===== src/rtl/cmp_arb_pkg.sv =====
// Shared types, funct3 codes and decode helpers for the shared comparator arbiter.
package cmp_arb_pkg;

   localparam int CMP_DATA_W = 32;

   localparam logic [2:0] F3_EQ   = 3'b000;
   localparam logic [2:0] F3_NE   = 3'b001;
   localparam logic [2:0] F3_SLT  = 3'b010;
   localparam logic [2:0] F3_SLTU = 3'b011;
   localparam logic [2:0] F3_LT   = 3'b100;
   localparam logic [2:0] F3_GE   = 3'b101;
   localparam logic [2:0] F3_LTU  = 3'b110;
   localparam logic [2:0] F3_GEU  = 3'b111;

   // Tags travel beside these structs so TAG_W stays a per-instance parameter.
   typedef struct packed {
      logic [CMP_DATA_W-1:0] a;
      logic [CMP_DATA_W-1:0] b;
      logic [2:0]            op;
   } cmp_req_t;

   typedef struct packed {
      logic port;
      logic result;
   } cmp_rsp_t;

   function automatic logic decode_unsigned(input logic [2:0] op);
      return (op == F3_SLTU) || (op == F3_LTU) || (op == F3_GEU);
   endfunction

   function automatic logic decode_use_eq(input logic [2:0] op);
      return (op == F3_EQ) || (op == F3_NE);
   endfunction

   function automatic logic decode_invert(input logic [2:0] op);
      return (op == F3_NE) || (op == F3_GE) || (op == F3_GEU);
   endfunction

endpackage


===== src/rtl/cmp_datapath.sv =====
// 32-bit comparator datapath: equality plus signed/unsigned less-than.
module cmp_datapath
   import cmp_arb_pkg::*;
(
   input  logic [CMP_DATA_W-1:0] a_i,
   input  logic [CMP_DATA_W-1:0] b_i,
   input  logic                  unsigned_i,
   output logic                  eq_o,
   output logic                  lt_o
);

   assign eq_o = (a_i == b_i);
   assign lt_o = unsigned_i ? (a_i < b_i) : ($signed(a_i) < $signed(b_i));

endmodule


===== src/rtl/cmp_rr_arb2.sv =====
// Two-way one-hot grant logic with round-robin pointer.
// Defining CMP_ARB_FIXED_PRIO_EN selects fixed priority (port 0 wins) and drops the pointer.
module cmp_rr_arb2 (
   input  logic       clk,
   input  logic       rst_n,
   input  logic       en_i,
   input  logic [1:0] req_i,
   output logic [1:0] gnt_o
);

`ifdef CMP_ARB_FIXED_PRIO_EN

   logic unused_clk_rst;
   assign unused_clk_rst = clk ^ rst_n;

   always_comb begin
      gnt_o = 2'b00;
      if (en_i) begin
         if (req_i[0]) begin
            gnt_o = 2'b01;
         end else if (req_i[1]) begin
            gnt_o = 2'b10;
         end
      end
   end

`else

   logic rr_ptr_q;
   logic rr_ptr_d;

   // rr_ptr names the preferred port when both request.
   always_comb begin
      gnt_o    = 2'b00;
      rr_ptr_d = rr_ptr_q;
      if (en_i) begin
         if (req_i == 2'b11) begin
            gnt_o[rr_ptr_q] = 1'b1;
         end else begin
            gnt_o = req_i;
         end
      end
      if (gnt_o != 2'b00) begin
         rr_ptr_d = ~gnt_o[1];
      end
   end

   always_ff @(posedge clk) begin
      if (!rst_n) begin
         rr_ptr_q <= 1'b0;
      end else begin
         rr_ptr_q <= rr_ptr_d;
      end
   end

`endif

endmodule


===== src/rtl/cmp_share_arbiter.sv =====
// Shares one 32-bit comparator between branch (port 0) and ALU SLT (port 1); registered
// 1-bit result returned over valid/ready. Arbitration mode set by CMP_ARB_FIXED_PRIO_EN.
module cmp_share_arbiter
   import cmp_arb_pkg::*;
#(
   parameter int DATA_W = 32,
   parameter int TAG_W  = 5
) (
   input  logic                        clk,
   input  logic                        rst_n,
   input  logic                        flush_i,
   input  logic [1:0]                  req_valid_i,
   output logic [1:0]                  req_ready_o,
   input  logic [1:0][DATA_W-1:0]      req_a_i,
   input  logic [1:0][DATA_W-1:0]      req_b_i,
   input  logic [1:0][2:0]             req_op_i,
   input  logic [1:0][TAG_W-1:0]       req_tag_i,
   output logic                        rsp_valid_o,
   input  logic                        rsp_ready_i,
   output logic                        rsp_port_o,
   output logic                        rsp_result_o,
   output logic [TAG_W-1:0]            rsp_tag_o
);

   cmp_req_t          req_s [2];
   logic [1:0]        gnt;
   logic              gnt_any;
   logic              gnt_port;
   logic              can_issue;
   cmp_req_t          sel_req;
   logic [TAG_W-1:0]  sel_tag;
   logic              unsigned_op;
   logic              cmp_eq;
   logic              cmp_lt;
   logic              cmp_result;

   logic              rsp_valid_q, rsp_valid_d;
   cmp_rsp_t          rsp_q, rsp_d;
   logic [TAG_W-1:0]  rsp_tag_q, rsp_tag_d;

   genvar gi;
   generate
      for (gi = 0; gi < 2; gi++) begin : g_req
         assign req_s[gi] = '{a: req_a_i[gi], b: req_b_i[gi], op: req_op_i[gi]};
      end
   endgenerate

   // Held output or flush blocks issue; reset also forces no grant.
   assign can_issue = rst_n && !flush_i && (!rsp_valid_q || rsp_ready_i);

   cmp_rr_arb2 u_arb (
      .clk   (clk),
      .rst_n (rst_n),
      .en_i  (can_issue),
      .req_i (req_valid_i),
      .gnt_o (gnt)
   );

   assign req_ready_o = gnt;
   assign gnt_any     = |gnt;
   assign gnt_port    = gnt[1];
   assign sel_req     = req_s[gnt_port];
   assign sel_tag     = req_tag_i[gnt_port];
   assign unsigned_op = decode_unsigned(sel_req.op);

   cmp_datapath u_cmp (
      .a_i        (sel_req.a),
      .b_i        (sel_req.b),
      .unsigned_i (unsigned_op),
      .eq_o       (cmp_eq),
      .lt_o       (cmp_lt)
   );

   assign cmp_result = (decode_use_eq(sel_req.op) ? cmp_eq : cmp_lt) ^ decode_invert(sel_req.op);

   always_comb begin
      rsp_valid_d = rsp_valid_q;
      rsp_d       = rsp_q;
      rsp_tag_d   = rsp_tag_q;
      if (flush_i) begin
         rsp_valid_d = 1'b0;
      end else if (gnt_any) begin
         rsp_valid_d   = 1'b1;
         rsp_d.port    = gnt_port;
         rsp_d.result  = cmp_result;
         rsp_tag_d     = sel_tag;
      end else if (rsp_valid_q && rsp_ready_i) begin
         rsp_valid_d = 1'b0;
      end
   end

   always_ff @(posedge clk) begin
      if (!rst_n) begin
         rsp_valid_q <= 1'b0;
         rsp_q       <= '0;
         rsp_tag_q   <= '0;
      end else begin
         rsp_valid_q <= rsp_valid_d;
         rsp_q       <= rsp_d;
         rsp_tag_q   <= rsp_tag_d;
      end
   end

   assign rsp_valid_o  = rsp_valid_q;
   assign rsp_port_o   = rsp_q.port;
   assign rsp_result_o = rsp_q.result;
   assign rsp_tag_o    = rsp_tag_q;

endmodule


===== config.mk =====
export PLATFORM = sky130hd
export DESIGN_NAME = cmp_share_arbiter
export DESIGN_NICKNAME = d
export VERILOG_FILES = /design/src/rtl/cmp_arb_pkg.sv /design/src/rtl/cmp_datapath.sv /design/src/rtl/cmp_rr_arb2.sv /design/src/rtl/cmp_share_arbiter.sv
export SDC_FILE = /design/constraint.sdc
export NUM_CORES = 1
export LEC_CHECK = 0
export CAP_MARGIN = 10
export CELL_PAD_IN_SITES_DETAIL_PLACEMENT = 1
export CELL_PAD_IN_SITES_GLOBAL_PLACEMENT = 2
export CORE_MARGIN = 10
export CORE_UTILIZATION = 19
export DETAILED_ROUTE_END_ITERATION = 7
export GPL_ROUTABILITY_DRIVEN = 0
export GPL_TIMING_DRIVEN = 0
export PLACE_DENSITY_LB_ADDON = 0.1
export SYNTH_ARGS = -nofsm -noshare
export SYNTH_HDL_FRONTEND = slang
export SYNTH_HIERARCHICAL = 1
export SYNTH_SLANG_ARGS = --single-unit

===== constraint.sdc =====
create_clock -name clk -period 13.7 [get_ports clk]
set_clock_uncertainty 0.2 [all_clocks]
set_input_delay 2.055 -clock clk [delete_from_list [all_inputs] [get_ports clk]]
set_output_delay 2.055 -clock clk [all_outputs]
set_load 0.02 [all_outputs]

==> flow_summary.yaml <==
critical_path:
  worst_ep_arrival_time_ns: 6.79
  r2r-start: "rsp_valid_o"
  startpoint_type: "input pin"
  r2r_end: "rsp_result_o"
  r2r_setup_slack_ns: 9.03
  timing.critical_path.buf_inv: 3
  worstPathCellList: "clkdlybuf4s50_1, nand2b_1, nor2b_1, nand2_1, a21oi_1, buf_2, buf_2, mux2_2, ha_1, a21o_1, a221o_1, a221oi_2, o221ai_2, o32ai_1, a21boi_1, mux2_2, a2111oi_2"
  rr_worst_depth: 16
  worstPathRequired_ns: 13.62
  endpoint_kind: "register"
  max_stage_delay_ns: 0.65
  slowest_stage: "clkdlybuf4s50_1"
  critPathTopFamily: "compound AO/OA/AOI/OAI gates"
  critPathKind: "in2reg"
  crit_fanout: 10
cts:
  cts_hold_buffers: 0
  cts_inserted_buffers: 3
  htree_levels: 1
  cts_tree: "yes"
  cts_setup_buffers: 0
  clk_latency_ns: 0.23
  cts_resized: 0
  clkSinkCount: 9
  cts-root-buf: "clkbuf_8"
  clockBufferDepth: 2
  clk_pin_slew_worst_paths_ns: 0.05
logic_synthesis:
  synthFlopType: "dfxtp_1"
  synth_simple_gate_area_frac: 0.104
  synth_fp_nets: 425
  yosysSeqAreaShare: 0.0860
  synthCells: 243
  synth_edf_count: 0
  synthAdderAreaFrac: 0.191
  synth_area_um2: 2100
  syn_area_per_cell_um2: 8.62
  synth.distinct_cells: 35
  synthMuxAreaShare: 0.395
  synth-compound-area-share: 0.139
  synth_xor_area_frac: 0
  yosys_warnings: 6
  synth_top_family_by_area: "multiplexers"
  ys_seq_elements: 9
  ys_async_sr_fraction: 0
floorplan:
  io_pins: 160
  dieArea_um2: 15600
  initial_core_util: 0.193
  rows: 38
  die_x_um: 125
  core_area_um2: 10800
  die_h_um: 125
grt:
  grt_pass1_vias: 2630
  grt_max_degree: 11
  track_usage: 0.104
  grt_pass1_wl_um: 13900
  gr-total-overflow: 0
  antenna_found_initial: 0
sta:
  rsz0062_at_grt: "false"
  maxSlewHeadroom: 0.693
  slew_violations: 0
  timing.fmax_mhz: 146
  period_needed_ns: 6.87
  holdWs_ns: 0.277
  setup_viol: 0
  timing_worst_slew_pin_value_ns: 0.460
  post-route-period-util: 0.502
  finalSetupTns_ns: 0
  finalHoldViolations: 0
min_path:
  hold_end: "rsp_port_o"
  hold_class: "reg2reg"
  hp-start: "rsp_port_o"
  hold_path_depth: 2
routing:
  drc_errors: 0
  wl_per_cell_um: 15.4
  vias: 2349
  vias_per_cell: 4.30
  routed_wl_um: 8430
  dr.first_iter.drc_count: 44
  antenna_left: 0
  drt_first_pass_iters: 4
layout:
  syn2layout_area_growth_pct: 86.4
  fin_cells: 546
  fill_cells: 1294
  drive_above_1_share: 0.200
  finalNetCount: 589
  final_area_um2: 3910
  diodes: 0
placed_design:
  placed_cells: 542
  postPlaceCellArea_um2: 3860
  dp_hpwl_um: 7550
  port_buffers: 159
power:
  power-per-cell-area_nw_per_um2: 40.4
  p_leak_uw: 0.00166
  irDropWorstVdd_mv: 0.0373
outcome:
  status: "complete, no violations"
flow_run:
  maxCapViolCount: 0
==> how the worst max path moves through the flow <==
stage                  from            to  cells after the start
global placement      rst_n  rsp_result_o                     17
detailed placement    rst_n  rsp_result_o                     18
global route          rst_n  rsp_result_o                     18
CTS                   rst_n  rsp_result_o                     18
floorplan           flush_i  rsp_result_o                     16
finish                rst_n  rsp_result_o                     17
==> area by class of cell <==
| cell class | instances | area (µm²) | share of cell area |
|---|---|---|---|
| Multi-Input combinational cell | 189 | 1740 | 0.444 |
| Timing Repair Buffer | 159 | 1590 | 0.407 |
| Sequential cell | 9 | 180 | 0.0461 |
| Tap cell | 140 | 175 | 0.0448 |
| Inverter | 36 | 135 | 0.0346 |
| Clock buffer | 4 | 45.0 | 0.0115 |
| Buffer | 9 | 43.8 | 0.0112 |
==> metrics by stage <==
stage	total power, µW	util	worst slack, ns
2_1_floorplan	73.3	-	7.42
3_3_place_gp	128	0.356	6.52
3_5_place_dp	129	0.356	6.48
4_1_cts	161	0.360	6.70
5_1_grt	172	0.360	6.37
6_report	158	0.360	6.83
==> metal layers <==
layer  up-vias  global-route usage  wire length [µm]
li1       1203                   -                 -
met1      1054               0.133              4070
met2        90               0.174              3780
met3         2              0.0325               580
met4         0              0.0122                10
met5         -                   0                 0
==> where the power goes <==
| group | switching [µW] | internal, µW |
|---|---|---|
| logic | 33.3 | 65.6 |
| registers | 0.656 | 27.5 |
| clock network | 10.4 | 20.3 |
==> Yosys cell counts (2+ instances only) <==
library cell / n / area [µm²]
nand2b_1: 3 / 18.8
nor2_1: 6 / 22.5
ha_1: 32 / 400
o21ai_0: 4 / 20.0
a21oi_1: 15 / 75.1
nor4_1: 2 / 12.5
nand2_1: 14 / 52.6
nand4_1: 6 / 37.5
buf_2: 8 / 40.0
a21o_1: 2 / 15.0
nand3_1: 4 / 20.0
mux2_2: 65 / 732
mux2i_1: 8 / 80.1
inv_1: 36 / 135
nor2b_1: 2 / 12.5
nor3_1: 3 / 15.0
a221o_1: 2 / 20.0
dfxtp_1: 9 / 180
a21boi_0: 2 / 15.0
o211a_1: 5 / 50.1
==> sequential cells by signal (all words and copies together) (netlist names) <==
name            count
u_arb/rr_ptr_q      1
rsp_valid_o         1
rsp_port_o          1
rsp_tag_o           5
rsp_result_o        1
==> layout by cell type, fill, tap and decap left out, drive strengths merged, types with 3 or more instances in the layout <==
| cell type | synthesis | final |
|---|---|---|
| clkdlybuf4s50 | 0 | 159 |
| mux2 | 66 | 66 |
| inv | 36 | 36 |
| ha | 32 | 32 |
| a21oi | 15 | 15 |
| nand2 | 14 | 14 |
| dfxtp | 9 | 9 |
| buf | 8 | 8 |
| mux2i | 8 | 8 |
| nor2 | 6 | 6 |
| nand4 | 6 | 6 |
| o211a | 5 | 5 |
| clkbuf | 1 | 5 |
| o21ai | 4 | 4 |
| nand3 | 4 | 4 |
| nand2b | 3 | 3 |
| nor3 | 3 | 3 |
| a21boi | 3 | 3 |
==> kinds of logic (layout without fill, tap and decap cells) <==
family	Yosys count	after routing
AOI/OAI and AO/OA	39	39
adders and majority gates	32	32
buffers and inverters	45	208
DFF	9	9
muxes	74	74
and+or+nand+nor	44	44
==> worst min-delay path: stages, from the launching register on <==
cell      delay (ns)
dfxtp_1         0.30
o21ai_0         0.06
a21boi_0        0.07
(Power assumes the default switching activity.)
